===== config.mk =====
export PLATFORM = sky130hd
export DESIGN_NAME = axi_rd_arbiter
export DESIGN_NICKNAME = d
export VERILOG_FILES = /design/src/rtl/axi_pkg.sv /design/src/rtl/rr_arbiter.sv /design/src/rtl/axi_rd_arbiter.sv
export SDC_FILE = /design/constraint.sdc
export NUM_CORES = 1
export LEC_CHECK = 0
export ABC_AREA = 1
export BUFFER_PORTS_ARGS = -buffer_cell sky130_fd_sc_hd__clkbuf_2
export CAP_MARGIN = 20
export CELL_PAD_IN_SITES_DETAIL_PLACEMENT = 0
export CELL_PAD_IN_SITES_GLOBAL_PLACEMENT = 1
export CORE_AREA = 2 2 144 146
export DETAILED_ROUTE_END_ITERATION = 6
export DIE_AREA = 0 0 146 148
export PLACE_DENSITY = 0.64
export RECOVER_POWER = 100
export SYNTH_ARGS = -nofsm -noshare
export SYNTH_HDL_FRONTEND = slang
export SYNTH_SLANG_ARGS = --single-unit
export TNS_END_PERCENT = 50

===== constraint.sdc =====
create_clock -name clk -period 3.2 [get_ports clk]
set_input_delay 0.48 -clock clk [delete_from_list [all_inputs] [get_ports clk]]
set_output_delay 0.48 -clock clk [all_outputs]
set_load 0.02 [all_outputs]

===== src/rtl/axi_pkg.sv =====
// Shared AXI4 encodings, channel widths and the arbiter state type.
package axi_pkg;

    localparam logic [1:0] BURST_FIXED = 2'b00;
    localparam logic [1:0] BURST_INCR  = 2'b01;
    localparam logic [1:0] BURST_WRAP  = 2'b10;

    localparam logic [1:0] RESP_OKAY   = 2'b00;
    localparam logic [1:0] RESP_EXOKAY = 2'b01;
    localparam logic [1:0] RESP_SLVERR = 2'b10;
    localparam logic [1:0] RESP_DECERR = 2'b11;

    localparam int AXLEN_W  = 8;
    localparam int AXSIZE_W = 3;
    localparam int PROT_W   = 3;
    localparam int CACHE_W  = 4;

    typedef enum logic [1:0] {
        IDLE = 2'd0,
        ADDR = 2'd1,
        DATA = 2'd2
    } arb_state_e;

endpackage


===== src/rtl/rr_arbiter.sv =====
// Combinational round-robin picker: first asserted request above last_grant, wrapping.
module rr_arbiter #(
    parameter int NUM_REQ = 2
) (
    input  logic [NUM_REQ-1:0]         req_i,
    input  logic [$clog2(NUM_REQ)-1:0] last_grant_i,
    output logic [$clog2(NUM_REQ)-1:0] winner_o,
    output logic                       any_req_o
);

    localparam int IW = $clog2(NUM_REQ);

    logic [IW-1:0] cand;

    always_comb begin
        winner_o  = last_grant_i;
        any_req_o = 1'b0;
        cand      = '0;
        for (int k = 1; k <= NUM_REQ; k++) begin
            cand = IW'((int'(last_grant_i) + k) % NUM_REQ);
            if (!any_req_o && req_i[cand]) begin
                winner_o  = cand;
                any_req_o = 1'b1;
            end
        end
    end

endmodule


===== src/rtl/axi_rd_arbiter.sv =====
// Shares one AXI4 read port between NUM_REQ masters, one burst in flight at a time,
// and flags bursts whose RLAST disagrees with the accepted ARLEN.
module axi_rd_arbiter
    import axi_pkg::*;
#(
    parameter int NUM_REQ          = 2,
    parameter int C_AXI_ADDR_WIDTH = 12,
    parameter int C_AXI_DATA_WIDTH = 128,
    parameter int C_AXI_ID_WIDTH   = 1
) (
    input  logic                                  clk,
    input  logic                                  resetn,
    input  logic [NUM_REQ-1:0]                    s_axi_arvalid,
    output logic [NUM_REQ-1:0]                    s_axi_arready,
    input  logic [NUM_REQ*C_AXI_ADDR_WIDTH-1:0]   s_axi_araddr,
    input  logic [NUM_REQ*AXLEN_W-1:0]            s_axi_arlen,
    input  logic [NUM_REQ*AXSIZE_W-1:0]           s_axi_arsize,
    input  logic [NUM_REQ*2-1:0]                  s_axi_arburst,
    input  logic [NUM_REQ*C_AXI_ID_WIDTH-1:0]     s_axi_arid,
    output logic [NUM_REQ-1:0]                    s_axi_rvalid,
    input  logic [NUM_REQ-1:0]                    s_axi_rready,
    output logic [C_AXI_DATA_WIDTH-1:0]           s_axi_rdata,
    output logic [1:0]                            s_axi_rresp,
    output logic                                  s_axi_rlast,
    output logic [C_AXI_ID_WIDTH-1:0]             s_axi_rid,
    output logic                                  m_axi_arvalid,
    input  logic                                  m_axi_arready,
    output logic [C_AXI_ADDR_WIDTH-1:0]           m_axi_araddr,
    output logic [AXLEN_W-1:0]                    m_axi_arlen,
    output logic [AXSIZE_W-1:0]                   m_axi_arsize,
    output logic [1:0]                            m_axi_arburst,
    output logic [C_AXI_ID_WIDTH-1:0]             m_axi_arid,
    output logic                                  m_axi_arlock,
    output logic [CACHE_W-1:0]                    m_axi_arcache,
    output logic [PROT_W-1:0]                     m_axi_arprot,
    input  logic                                  m_axi_rvalid,
    output logic                                  m_axi_rready,
    input  logic [C_AXI_DATA_WIDTH-1:0]           m_axi_rdata,
    input  logic [1:0]                            m_axi_rresp,
    input  logic                                  m_axi_rlast,
    input  logic [C_AXI_ID_WIDTH-1:0]             m_axi_rid,
    output logic [$clog2(NUM_REQ)-1:0]            grant_idx,
    output logic                                  busy,
    output logic                                  burst_err,
    output logic [1:0]                            dbg_state
);

    localparam int IW = $clog2(NUM_REQ);

    arb_state_e    state_q;
    logic [IW-1:0] grant_q;
    logic [IW-1:0] last_grant_q;
    logic [7:0]    exp_len_q;
    logic [8:0]    beat_cnt_q;
    logic          busy_q;
    logic          burst_err_q;

    logic [IW-1:0] winner;
    logic          any_req;

    rr_arbiter #(.NUM_REQ(NUM_REQ)) u_rr (
        .req_i        (s_axi_arvalid),
        .last_grant_i (last_grant_q),
        .winner_o     (winner),
        .any_req_o    (any_req)
    );

    always_comb begin
        m_axi_araddr  = s_axi_araddr[int'(grant_q)*C_AXI_ADDR_WIDTH +: C_AXI_ADDR_WIDTH];
        m_axi_arlen   = s_axi_arlen[int'(grant_q)*AXLEN_W +: AXLEN_W];
        m_axi_arsize  = s_axi_arsize[int'(grant_q)*AXSIZE_W +: AXSIZE_W];
        m_axi_arburst = s_axi_arburst[int'(grant_q)*2 +: 2];
        m_axi_arid    = s_axi_arid[int'(grant_q)*C_AXI_ID_WIDTH +: C_AXI_ID_WIDTH];
    end

    // Handshake routing: only the granted requester sees its channel, and only in its phase.
    always_comb begin
        m_axi_arvalid = 1'b0;
        m_axi_rready  = 1'b0;
        s_axi_arready = '0;
        s_axi_rvalid  = '0;
        case (state_q)
            ADDR: begin
                m_axi_arvalid          = s_axi_arvalid[grant_q];
                s_axi_arready[grant_q] = m_axi_arready;
            end
            DATA: begin
                s_axi_rvalid[grant_q] = m_axi_rvalid;
                m_axi_rready          = s_axi_rready[grant_q];
            end
            default: ;
        endcase
    end

    assign s_axi_rdata   = m_axi_rdata;
    assign s_axi_rresp   = m_axi_rresp;
    assign s_axi_rlast   = m_axi_rlast;
    assign s_axi_rid     = m_axi_rid;
    assign m_axi_arlock  = 1'b0;
    assign m_axi_arcache = '0;
    assign m_axi_arprot  = '0;
    assign grant_idx     = grant_q;
    assign busy          = busy_q;
    assign burst_err     = burst_err_q;
    assign dbg_state     = state_q;

    always_ff @(posedge clk or negedge resetn) begin
        if (!resetn) begin
            state_q      <= IDLE;
            grant_q      <= '0;
            last_grant_q <= IW'(NUM_REQ - 1);
            exp_len_q    <= '0;
            beat_cnt_q   <= '0;
            busy_q       <= 1'b0;
            burst_err_q  <= 1'b0;
        end else begin
            case (state_q)
                IDLE: begin
                    if (any_req) begin
                        grant_q <= winner;
                        busy_q  <= 1'b1;
                        state_q <= ADDR;
                    end
                end
                ADDR: begin
                    if (m_axi_arvalid && m_axi_arready) begin
                        exp_len_q  <= m_axi_arlen;
                        beat_cnt_q <= '0;
                        state_q    <= DATA;
                    end
                end
                DATA: begin
                    // beat_cnt_q holds the index of the beat being accepted this cycle.
                    if (m_axi_rvalid && m_axi_rready) begin
                        beat_cnt_q <= beat_cnt_q + 9'd1;
                        if (m_axi_rlast) begin
                            state_q      <= IDLE;
                            busy_q       <= 1'b0;
                            last_grant_q <= grant_q;
                            if (beat_cnt_q != {1'b0, exp_len_q}) burst_err_q <= 1'b1;
                        end else if (beat_cnt_q == {1'b0, exp_len_q}) begin
                            burst_err_q <= 1'b1;
                        end
                    end
                end
                default: state_q <= IDLE;
            endcase
        end
    end

endmodule


==> Word level (Yosys, flattened, before mapping) <==
Index checks and enable logic that the tools add are counted.
Widths: inputs -> output; s select.
{ "word_totals": {"reg_bits": 23, "latch_bits": 0, "mem_bits_rw": 0, "rom_bits": 0, "inputBits": 192, "out_inout_bits": 177, "wordCells": 81, "memories": 0} }
{ "classes": {"add_sub_neg": 3, "mul": 2, "div": 0, "n_lt_le_gt_ge": 4, "eq_ne": 9, "n_shift": 5, "muxes": 33, "bitwise": 2, "reduce_logical": 16} }
{ "op_table": {"columns": ["operator", "n"], "rows": [
  ["$shiftx 24x6->12", 1],
  ["$mux 1", 21],
  ["$mux 9", 2],
  ["$pmux 9 s2", 1],
  ["$shiftx 16x5->8", 1],
  ["$mux 2", 6],
  ["$reduce_and 4->1", 3],
  ["$add 9x1->9 const B", 1],
  ["$eq 9x8->1", 1],
  ["$ne 9x8->1", 1],
  ["$ne 2x2->1 const B", 4],
  ["$lt 1x2->1 const B", 3],
  ["$mul 1x2->3 const B", 2],
  ["$pmux 2 s3", 1],
  ["$reduce_and 3->1", 2],
  ["$reduce_bool 2->1", 3],
  ["$shiftx 6x4->3", 1],
  ["$and 2x2->2", 2],
  ["$logic_and 1x1->1", 4],
  ["$reduce_and 2->1", 2],
  ["$shiftx 4x3->2", 1],
  ["$add 1x1->1 const B", 2],
  ["$eq 2x1->1 const B", 1],
  ["$eq 2x2->1 const B", 1],
  ["7 further kinds", 7]
]} }

==> Longest topological paths before layout <==
{ "logic_depth": {"ltp_word": 9, "depth_mapped": 9, "mapped_depth_nobuf": 9} }

==> By module <==
Synthesis repeated with hierarchy kept, for this count alone.
{ "hier_totals": {"hier_cells": 429, "hier_area_um2": 2766.4} }
{ "modules_own_cells": {"columns": ["mod", "n_inst", "cells_each", "area_each_um2"], "rows": [
  ["axi_rd_arbiter", 1, 423, 2741.4],
  ["rr_arbiter", 1, 6, 25.0]
]} }

==> Worst setup path before layout <==
No wires, ideal clock.
{ "synth_timing": {"path_kind": "register to output", "startpoint": "reg grant_q, in the netlist grant_idx", "endpoint": "out s_axi_arready[0]", "arrival_time_ns": 1.434, "path_slack_ns": 1.286, "path_stages_with_launch": 4, "n_path_buf": 2, "cell_sequence": "dfrtp_1 clkbuf_1 clkbuf_1 nor3_1"} }
{ "synth_between": {"elab_chain_len": 6} }
{ "synth_rtl": {"columns": ["element", "line_no", "rtl"], "rows": [
  ["start: declaration", "axi_rd_arbiter.sv:51", "logic [IW-1:0] grant_q;"],
  ["start signal: assignment", "axi_rd_arbiter.sv:120", "grant_q <= winner;"],
  ["$lt 1x2->1 (implied by the code) / $ge 1x1->1 (equally long branches)", "axi_rd_arbiter.sv:85", "s_axi_arready[grant_q] = m_axi_arready;"],
  ["$logic_and 1x1->1 (implied by the code)", "axi_rd_arbiter.sv:85", null],
  ["$mux 1 (implied by the code)", "axi_rd_arbiter.sv:85", null],
  ["$demux 1 s1 *", "axi_rd_arbiter.sv:85", null],
  ["$and 2x2->2 (no source line) *", null, null],
  ["$mux 2 *", "axi_rd_arbiter.sv:82", "case (state_q)"],
  ["end: declaration", "axi_rd_arbiter.sv:14", "output logic [NUM_REQ-1:0] s_axi_arready,"]
]} }
Mark *: on every way between the ends. The rest lies on a longest branch, timed or not.

==> Final worst setup path <==
{ "layout_timing": {"startpoint": "reg state_q[0], in the netlist dbg_state[0]", "endpoint": "out m_axi_rready"} }
{ "layout_between": {"elab_chain_len": 2} }
{ "layout_rtl": {"columns": ["element", "line_no", "rtl"], "rows": [
  ["start: declaration", "axi_rd_arbiter.sv:50", "arb_state_e state_q;"],
  ["start signal: assignment", "axi_rd_arbiter.sv:109", "state_q <= IDLE;"],
  ["start signal: assignment", "axi_rd_arbiter.sv:122", "state_q <= ADDR;"],
  ["start signal: assignment", "axi_rd_arbiter.sv:129", "state_q <= DATA;"],
  ["$eq 2x2->1", "axi_rd_arbiter.sv:82", null],
  ["$mux 1", "axi_rd_arbiter.sv:82", null],
  ["end: declaration", "axi_rd_arbiter.sv:37", "output logic m_axi_rready,"]
]} }
No other way between the ends.

==> key figures <==
Status
  – Outcome: finished clean

Global route
  – Vias in the first global route: 1994
  – Top Usage Layer GRT: met2
  – Total Routing Usage GR: 7.41%
  – M1 GR Usage: 7.93%
  – Initial antenna violation count: 0
  – Met3 GRT Util: 3.89%
  – M2 GR Usage: 12.2%
  – First-pass GRT wire length: 12300 um
  – Grt total ovfl: 0
  – Largest net degree at the start of global routing: 33

Finish
  – Final nets: 570
  – Most frequent cells in the layout: nand2_1 (143), clkbuf_2 (60), clkbuf_1 (39)
  – # diodes: 0
  – Fin area: 2510 um^2
  – Fin util: 12.5%
  – Area Growth Syn to Fin: -9.37%
  – Most common cell after layout, fill and taps aside: nand2_1
  – Layout cells sized above 1: 19.4%

Timing
  – Slew headroom: 11.4%
  – Fin. max-slew vios: 0
  – Slew @ Worst Pin: 1.33 ns
  – Fmax: 387 MHz
  – RSZ-0062 raised after global routing: false
  – Setup Skew: 0.00216 ns
  – # setup viols final: 0
  – Final worst path period share: 80.8%
  – Tmin final: 2.59 ns
  – Final Hold Fails: 0
  – Final setup TNS: 0 ns

Clock network
  – H-tree lvl count: 1
  – Worst-skew pair later-pin latency: 0.26 ns
  – CTS resizes: 0
  – Clock buffer count from CTS: 3
  – Clock-pin slew on the worst setup and hold paths: 0.06 ns
  – # Post-CTS Setup Buffers: 0
  – Clock root cell: clkbuf_16
  – Hold_buf cts: 0
  – Clk sink count: 23
  – CTS tree: built
  – Max Root-Sink Buffers: 2

Setup path
  – CP cell instances: nor2_1, inv_1, a21oi_1, clkbuf_1
  – Crit path DAT: 2.11 ns
  – Crit-path max FO: 11
  – Slowest stage delay, CP: 0.65 ns
  – CP endpoint kind: primary output
  – CP startpoint kind: flip-flop
  – WS Path Type: reg2out
  – CP max-delay cell: nor2_1
  – CP Data Required Time: 2.72 ns

Power and ir drop
  – Comb pwr share: 60.9%
  – PD cells: 730 nW/um^2
  – Clk network pwr share: 15.4%
  – Cell leakage power: 1.26 nW
  – Sw Share: 54.3%
  – Peak VDD IR: 0.233 mV
  – Sequential power share: 23.7%
  – Switching power: 0.994 mW
  – Internal power: 0.836 mW

Route
  – DR vias/cell: 3.30
  – DRC violations left: 0
  – Avg WL per Cell: 12.7 um
  – Antenna-violating nets left: 0
  – Via Count: 2135
  – DRT iter0 DRCs: 78
  – Routed wire length: 8190 um
  – DRT Pass-1 Iters: 5

Die
  – Starting density of the core: 13.8%
  – Die ar.: 21600 um^2
  – Width of the die: 146 um
  – Die span in y: 148 um
  – FP Rows: 52
  – IO Pins: 369
  – Core area: 20000 um^2

Placed design
  – Dpl hpwl: 6830 um
  – Placed instance area: 2530 um^2
  – IO Port Bufs: 98
  – Placer Congestion: 0.742

Synth
  – Post-Syn Area: 2770 um^2
  – Synth Flop Type: dfrtp_1
  – Async set-reset flop share out of synthesis: 100%
  – Distinct cell type count after synthesis: 29
  – Post-Syn Instances: 415
  – Post-synth EDFFs: 0
  – #FFs+latches synth: 23
  – Warnings from Yosys: 0
  – Syn_area_per_cell: 6.66 um^2
  – Sequential-to-total area share from yosys stat: 20.9%

Run
  – Max cap viols: 0

Hold path
  – Worst hold path type: reg2reg
==> layer usage <==
metal	wire [um]	share of wire [%]	vias to the layer above
li1	-	-	1037
met4	283	3.5	0
met5	0	0	-
met1	3030	37	900
met3	1020	12	40
met2	3870	47	158
==> worst max-delay path: cells and delay by family (launching register included) <==
kind            cells  cell delay [ns]
simple gates        1             0.65
buf+inv             2             0.50
flops               1             0.46
compound gates      1             0.23
==> registers in the layout (all words and copies together), names as in the netlist <==
signal and count:
last_grant_q 1, burst_err 1, beat_cnt_q 9, dbg_state 2
grant_idx 1, exp_len_q 8, busy 1
==> per-stage QoR <==
stage | power (mW) | std cells | setup WS (ns) | hold slack, ns
after floorplan | 1.53 | 422 | 1.29 | 0.184
final | 1.83 | 646 | 0.613 | 0.492
after global placement | 1.68 | 642 | 0.896 | 0.486
after detailed placement | 1.68 | 642 | 0.948 | 0.489
after global routing | 2.02 | 646 | 0.440 | 0.532
after CTS | 1.97 | 646 | 0.659 | 0.251
==> synth_stat cells (2+ instances only) <==
library cell / instances / area share [%]
clkbuf_1: 6 / 0.81
nor2_1: 14 / 1.9
xor2_1: 2 / 0.63
nand4_1: 2 / 0.45
o21ai_0: 4 / 0.72
inv_1: 26 / 3.5
o21ai_2: 8 / 2.5
o21ai_1: 6 / 1.1
nand3_1: 16 / 2.9
a21oi_1: 2 / 0.36
or2_2: 2 / 0.45
nor3_1: 4 / 0.72
nand3_4: 2 / 1.3
inv_2: 3 / 0.41
nand2_1: 142 / 19
buf_4: 142 / 39
dfrtp_1: 22 / 20
==> final timing paths <==
path                              start            end  slack (ns)  cells past startpoint
hold reg to reg                    busy           busy        0.49                      2
hold / removal                     busy           busy        0.49                      2
min in group asynchronous        resetn   dbg_state[0]        0.50                      1
setup reg to reg              grant_idx  beat_cnt_q[4]        0.78                      8
setup / recovery           dbg_state[0]   m_axi_rready        0.61                      4
max in group asynchronous        resetn  beat_cnt_q[6]        1.92                      1
==> power groups by stage <==
stage	Clock (mW)	Sequential, mW	Combinational [mW]
finish	0.282	0.434	1.11
global route	0.306	0.444	1.27
CTS	0.288	0.435	1.25
detailed placement	0	0.440	1.24
global placement	0	0.440	1.24
floorplan	0	0.459	1.07
==> cell families (layout without fill, tap and decap cells) <==
logic type	count (synthesis)	after routing	synth area share (%)
other cells	1	8	0.136
fa+ha+maj	1	1	0.452
compound gates	22	22	5.29
buf+inv	178	132	43.7
xor+xnor	3	3	0.950
simple gates	187	187	28.6
flops	23	23	20.9
==> cell type report <==
| type | instances | area, um^2 |
|---|---|---|
| clock buffer | 4 | 78.8 |
| fill | 2424 | 17500 |
| inverter | 29 | 109 |
| multi-input combinational | 221 | 953 |
| sequential | 23 | 577 |
| tap | 270 | 338 |
| timing repair buffer | 99 | 450 |
Note: power is estimated with default switching activity, not from simulation.
